`config.mk`:
```
export PLATFORM = sky130hd
export DESIGN_NAME = trigger_buffer_manager_n
export DESIGN_NICKNAME = d
export VERILOG_FILES = /design/src/rtl/trigger_buffer_manager_n_pkg.sv /design/src/rtl/trigger_buffer_manager_n_rr_free_finder.sv /design/src/rtl/trigger_buffer_manager_n.sv
export SDC_FILE = /design/constraint.sdc
export NUM_CORES = 1
export LEC_CHECK = 0
export CORE_UTILIZATION = 45
export CTS_CLUSTER_DIAMETER = 120
export DETAILED_ROUTE_END_ITERATION = 8
export HOLD_SLACK_MARGIN = 0.08
export PLACE_DENSITY = 0.71
export SETUP_SLACK_MARGIN = 0.02
export SYNTH_ARGS = -nofsm -noshare
export SYNTH_HDL_FRONTEND = slang
export SYNTH_HIERARCHICAL = 1
export SYNTH_SLANG_ARGS = --single-unit
```
`constraint.sdc`:
```
create_clock -name clk250_i -period 2.28 [get_ports clk250_i]
set_input_delay 0.57 -clock clk250_i [delete_from_list [all_inputs] [get_ports clk250_i]]
set_output_delay 0.57 -clock clk250_i [all_outputs]
set_load 0.01 [all_outputs]
```
`src/rtl/trigger_buffer_manager_n_pkg.sv`:
```
// rtl/trigger_buffer_manager_n_pkg.sv - shared constants and FSM encoding for the trigger buffer manager
package trigger_pkg;

  // Trigger source bit positions within trig_i / src_en_i
  localparam int SRC_RF   = 0;
  localparam int SRC_PPS1 = 1;
  localparam int SRC_PPS2 = 2;
  localparam int SRC_SOFT = 3;

  // Default sizing
  localparam int DEF_NUM_BUF      = 4;
  localparam int DEF_BUF_BITS     = 2;
  localparam int DEF_NUM_SRC      = 4;
  localparam int DEF_HOLDOFF_BITS = 8;
  localparam int DEF_LOST_BITS    = 16;

  typedef enum logic [1:0] {
    IDLE    = 2'd0,
    ISSUE   = 2'd1,
    HOLDOFF = 2'd2
  } trig_state_e;

endpackage

```
`src/rtl/trigger_buffer_manager_n_rr_free_finder.sv`:
```
// rtl/trigger_buffer_manager_n_rr_free_finder.sv - round-robin search for the first free buffer
module rr_free_finder
  import trigger_pkg::*;
#(
  parameter int NUM_BUF  = DEF_NUM_BUF,
  parameter int BUF_BITS = DEF_BUF_BITS
) (
  input  logic [NUM_BUF-1:0]  status,
  input  logic [BUF_BITS-1:0] start,
  output logic [BUF_BITS-1:0] idx,
  output logic                found
);

  logic [NUM_BUF-1:0] rotated;
  logic [BUF_BITS:0]  sum;

  // Rotate status so bit 0 is the buffer at start, then take the lowest clear bit
  always_comb begin
    rotated = NUM_BUF'({status, status} >> start);
    found   = 1'b0;
    sum     = '0;
    for (int i = NUM_BUF - 1; i >= 0; i--) begin
      if (!rotated[i]) begin
        sum   = {1'b0, start} + (BUF_BITS + 1)'(i);
        found = 1'b1;
      end
    end
    if (sum >= (BUF_BITS + 1)'(NUM_BUF)) begin
      sum = sum - (BUF_BITS + 1)'(NUM_BUF);
    end
    idx = sum[BUF_BITS-1:0];
  end

endmodule

```
`src/rtl/trigger_buffer_manager_n.sv`:
```
// rtl/trigger_buffer_manager_n.sv - masked trigger intake, round-robin buffer allocation and hold control
module trigger_buffer_manager_n
  import trigger_pkg::*;
#(
  parameter int NUM_BUF      = DEF_NUM_BUF,
  parameter int BUF_BITS     = DEF_BUF_BITS,
  parameter int NUM_SRC      = DEF_NUM_SRC,
  parameter int HOLDOFF_BITS = DEF_HOLDOFF_BITS,
  parameter int LOST_BITS    = DEF_LOST_BITS
) (
  input  logic                    clk250_i,
  input  logic                    rst_i,
  input  logic [NUM_SRC-1:0]      trig_i,
  input  logic [NUM_SRC-1:0]      src_en_i,
  input  logic                    disable_i,
  input  logic [HOLDOFF_BITS-1:0] holdoff_i,
  input  logic                    clear_i,
  input  logic [BUF_BITS-1:0]     clear_buffer_i,
  input  logic                    lost_clr_i,
  output logic                    digitize_o,
  output logic [BUF_BITS-1:0]     digitize_buffer_o,
  output logic [NUM_SRC-1:0]      digitize_source_o,
  output logic [NUM_BUF-1:0]      buffer_status_o,
  output logic [NUM_BUF-1:0]      HOLD_o,
  output logic                    dead_o,
  output logic [LOST_BITS-1:0]    lost_count_o
);

  trig_state_e             state;
  trig_state_e             state_next;
  logic [BUF_BITS-1:0]     wr_ptr;
  logic [BUF_BITS-1:0]     free_idx;
  logic                    free_found;
  logic [NUM_SRC-1:0]      masked;
  logic                    trig_event;
  logic                    accept;
  logic [HOLDOFF_BITS-1:0] holdoff_cnt;
  logic [NUM_BUF-1:0]      one_hot_base;
  logic [NUM_BUF-1:0]      set_mask;
  logic [NUM_BUF-1:0]      clr_mask;

  rr_free_finder #(
    .NUM_BUF  (NUM_BUF),
    .BUF_BITS (BUF_BITS)
  ) u_finder (
    .status (buffer_status_o),
    .start  (wr_ptr),
    .idx    (free_idx),
    .found  (free_found)
  );

  assign masked       = trig_i & src_en_i & {NUM_SRC{~disable_i}};
  assign trig_event   = |masked;
  assign accept       = (state == IDLE) && trig_event && free_found;
  assign one_hot_base = NUM_BUF'(1);
  // Shifting past the top bit yields zero, so out-of-range clear indices drop out
  assign set_mask     = accept  ? (one_hot_base << free_idx)       : '0;
  assign clr_mask     = clear_i ? (one_hot_base << clear_buffer_i) : '0;
  assign dead_o       = (state != IDLE) | (&buffer_status_o) | disable_i;
  assign HOLD_o       = buffer_status_o;

  // FSM state register
  always_ff @(posedge clk250_i or posedge rst_i) begin
    if (rst_i) begin
      state <= IDLE;
    end else begin
      state <= state_next;
    end
  end

  // FSM next state: one ISSUE cycle, then optional holdoff dead time
  always_comb begin
    state_next = state;
    case (state)
      IDLE:    if (accept) state_next = ISSUE;
      ISSUE:   state_next = (holdoff_i == '0) ? IDLE : HOLDOFF;
      HOLDOFF: if (holdoff_cnt == HOLDOFF_BITS'(1)) state_next = IDLE;
      default: state_next = IDLE;
    endcase
  end

  // Holdoff counter: loaded while issuing, counts down through HOLDOFF
  always_ff @(posedge clk250_i or posedge rst_i) begin
    if (rst_i) begin
      holdoff_cnt <= '0;
    end else if (state == ISSUE) begin
      holdoff_cnt <= holdoff_i;
    end else if (state == HOLDOFF) begin
      holdoff_cnt <= holdoff_cnt - HOLDOFF_BITS'(1);
    end
  end

  // Occupancy and round-robin pointer; an allocation beats a clear of the same buffer
  always_ff @(posedge clk250_i or posedge rst_i) begin
    if (rst_i) begin
      buffer_status_o <= '0;
      wr_ptr          <= '0;
    end else begin
      buffer_status_o <= (buffer_status_o & ~clr_mask) | set_mask;
      if (accept) begin
        wr_ptr <= (free_idx == BUF_BITS'(NUM_BUF - 1)) ? '0 : free_idx + BUF_BITS'(1);
      end
    end
  end

  // Registered digitize command, high for the single ISSUE cycle
  always_ff @(posedge clk250_i or posedge rst_i) begin
    if (rst_i) begin
      digitize_o        <= 1'b0;
      digitize_buffer_o <= '0;
      digitize_source_o <= '0;
    end else begin
      digitize_o        <= accept;
      digitize_buffer_o <= accept ? free_idx : '0;
      digitize_source_o <= accept ? masked : '0;
    end
  end

  // Saturating count of qualified triggers that could not be accepted
  always_ff @(posedge clk250_i or posedge rst_i) begin
    if (rst_i) begin
      lost_count_o <= '0;
    end else if (lost_clr_i) begin
      lost_count_o <= '0;
    end else if (trig_event && !accept && (lost_count_o != '1)) begin
      lost_count_o <= lost_count_o + LOST_BITS'(1);
    end
  end

endmodule

```
==> impl_results.md, run 1 <==
- Vias in the first global route: approximately 1900
- Placed cell count: roughly 360
- Ant diodes: 0
- Hold Crit Class: register to register
- Worst hold start: holdoff_cnt[6]
- RSZ-0062 raised after global routing: false
- Most common cell in the netlist: dfrtp_1
- Port Buf Inserts: between 50 and 60
- Syn_nets: approximately 280
- CTS root buf: clkbuf_8
- Fmax: 0.493 GHz
- Largest area contributor in the netlist: dfrtp_1
- Final setup viols: 0
- Clock Pin Slew Worst Setup and Hold Paths: approximately 0.070 ns
- Sequential fraction of the synthesis area: between 40% and 50%
- 1st-iter DRT viols: approximately 110
- Cell area after layout: slightly below 0.003 sq mm
- Layout Cells excl Fill: 363
- Largest net degree at the start of global routing: 40
- Top FF cell, synth: dfrtp_1
- Fin worst setup slack: 0.250 ns
- Total GRT Usage: about a fifth
- Htree depth: 2
- Mapped Cells: 244
- DP Area: approximately 0.0029 sq mm
- Clock skew: 0.0128 ns
- Hold_buf cts: 0
- Final hold slack: approximately 0.56 ns
- Ys async rst share: 100%
- Final worst path period need: between 2 and 2.5 ns
- Worst slew margin: 55.1%
- Max VDD drop: 0.687 mV
- Final Hold Violating Endpoints: 0
- First drt pass iteration count: 4
- First-pass GRT wire length: roughly 8700 microns
- Full die area: 0.00538 sq mm
- Max-slew violations: 0
- P_leak: approximately 1.2 nW
- Routed Antenna Nets: 0
- Post-DP HPWL: 3790 microns
- EDFF count, synth: 0
- Routed vias: 2043
- Dominant cells by area after synthesis: dfrtp_1 43%, ha_1 6.0%, mux2_2 4.4%
- Row cnt: 25
- Reg2Reg Depth: 6
- Post-synthesis mux area share: under 10%
- Post-route setup TNS: 0 ns
- CP Max Fanout: 3
- Crit end category: output port
- Nets: 330
- Io pins: 55
- TritonCTS Sinks: 39
- Num CTS Buffers: 5
- Hold endpoint: holdoff_cnt[6]
- Via density: between 5 and 6
- Die X: ~73 microns
- Initial cell density of the core: between 40% and 50%
- Power Density: about 940 mW/mm^2
- Gr ovfl total: 0
- Adder-cell share of the synthesized area: 6.00%
- Hold Crit Depth: 1
- Per-cell routed wire length: ~14 microns
- Multi-input logic area: roughly 0.0012 sq mm
- Register Area: around 980 sq um
- Setup slack, reg-to-reg: about 0.28 ns
- Worst setup path class: input pin to output port
- Slew @ Worst Pin: 0.673 ns
- Mapped Avg Cell Area: 9.39 sq um
- Post-Synth Simple-Gate Area: 24.0%
- Compound-Gate Fraction of Synth Area: between 10% and 20%
- Post-Route WL: roughly 5200 microns
- Residual DRC: 0
- Dpl ws: -0.0368 ns
- Reg2Reg Capture Point: wr_ptr[1]
- Max clock buf depth: 2
- GP Congestion: about 0.81
- Chip height: 73.4 microns
- Startpoint types: input pin
- Largest family of logic cells by synthesized area: simple AND/OR/NAND/NOR gates
- Final Cycle Share: just under 90%
- CTS tree: done
- # resized after CTS: 1
- Yosys cell types: between 40 and 50
- WP data required: between 1.5 and 2 ns
- Max cap viols: 0
- Xor/xnor cell area share of the yosys netlist: 0%
- Crit path arrival time: about 1.5 ns
- Syn. warnings: 6
- Flops & latches, synth: 39
- Share of the synthesized area in the top cell type: a little over two fifths
- Clock Latency Late Sink: slightly below 0.3 ns
- Post-CTS Repair Setup Buffers: 0
- Status: complete, no violations
- Proportion of layout cells with a drive suffix above 1: 9.46%
- Mapped cell area: ~0.0023 sq mm
- Most instantiated cells after synthesis: 39 x dfrtp_1, 19 x nor2_1, 17 x o21ai_0
- Initial antenna violation count: 0
- Core footprint: 0.00482 sq mm
- Worst r2r src: HOLD_o[1]
- Area growth syn-to-layout: 30.0%
- Fillers: about 440
-- through the flow --
step	power (mW)	utilization, %
after detailed placement	2.35	60.1
after global placement	2.31	60.1
after floorplan	1.88	-
after CTS	2.81	61.9
after global routing	3.02	61.9
final	2.79	61.9
-- layout make-up --
| class | instances | area share [%] |
|---|---|---|
| Tap cell | 67 | 2.81 |
| Clock inverter | 1 | 0.168 |
| Clock buffer | 6 | 2.77 |
| Timing Repair Buffer | 62 | 20.5 |
| Sequential cell | 39 | 32.7 |
| Inverter | 13 | 1.64 |
| Multi-Input combinational cell | 175 | 39.3 |
-- state kept, by name (all words and copies together), names as in the netlist --
signal / flops
HOLD_o: 4
digitize_buffer_o: 2
digitize_o: 1
digitize_source_o: 4
holdoff_cnt: 8
lost_count_o: 16
state: 2
wr_ptr: 2
-- how the worst max path moves through the flow --
stage / from / end / slack (ns) / depth (start not counted)
after floorplan: HOLD_o[1] / wr_ptr[1] / 0.28 / 6
after global placement: trig_i[0] / lost_count_o[5] / -0.004 / 6
after detailed placement: trig_i[0] / lost_count_o[11] / -0.04 / 6
after CTS: disable_i / dead_o / 0.25 / 3
after global routing: HOLD_o[1] / wr_ptr[1] / 0.15 / 6
final: disable_i / dead_o / 0.25 / 3
-- cells in the final DEF (no fill, tap or decap), types with 6 or more instances in the layout --
cell type	netlist	layout
nor4_1	10	10
mux2_2	9	9
ha_1	11	11
o21ai_0	17	17
buf_4	4	7
o31ai_1	6	6
nand4_1	8	8
a21oi_1	16	16
or4_1	8	8
a22o_1	6	6
inv_1	13	13
and3_1	7	7
nand3_1	6	6
clkbuf_8	0	6
nor2b_1	8	8
nand2_1	8	8
dfrtp_1	39	39
nor2_1	19	19
clkdlybuf4s50_1	0	53
-- cell families (layout without fill, tap and decap cells) --
group,after synthesis,in the layout
simple gates,95,95
mux,10,10
fa+ha+maj,11,11
buf+inv,30,82
compound gates,59,59
flops,39,39
-- power breakdown --
group / leakage, nW / switching (mW) / internal, mW
combinational: 0.683 / 0.663 / 0.608
sequential: 0.517 / 0.197 / 0.859
clock: 0.0470 / 0.228 / 0.237
-- critical path, stage by stage --
cell	delay (ns)
clkdlybuf4s50_1	0.44
nand3b_1	0.16
dlygate4sd2_1	0.28
-- per-layer routing --
layer / share of wire, % / wire, microns / GRT usage, %
met1: 46 / 2380 / 28.1
met2: 50 / 2550 / 34.3
met3: 3.3 / 172 / 3.84
met4: 0.85 / 44 / 5.98
met5: 0 / 0 / 0
Power figures use the tool's default switching activity.
==> inputs of run 2 (changes only) <==
- SKIP_LAST_GASP: default -> 1
==> results of run 2 <==
No change in the layout: final DEF, timing and power equal those of run 1.
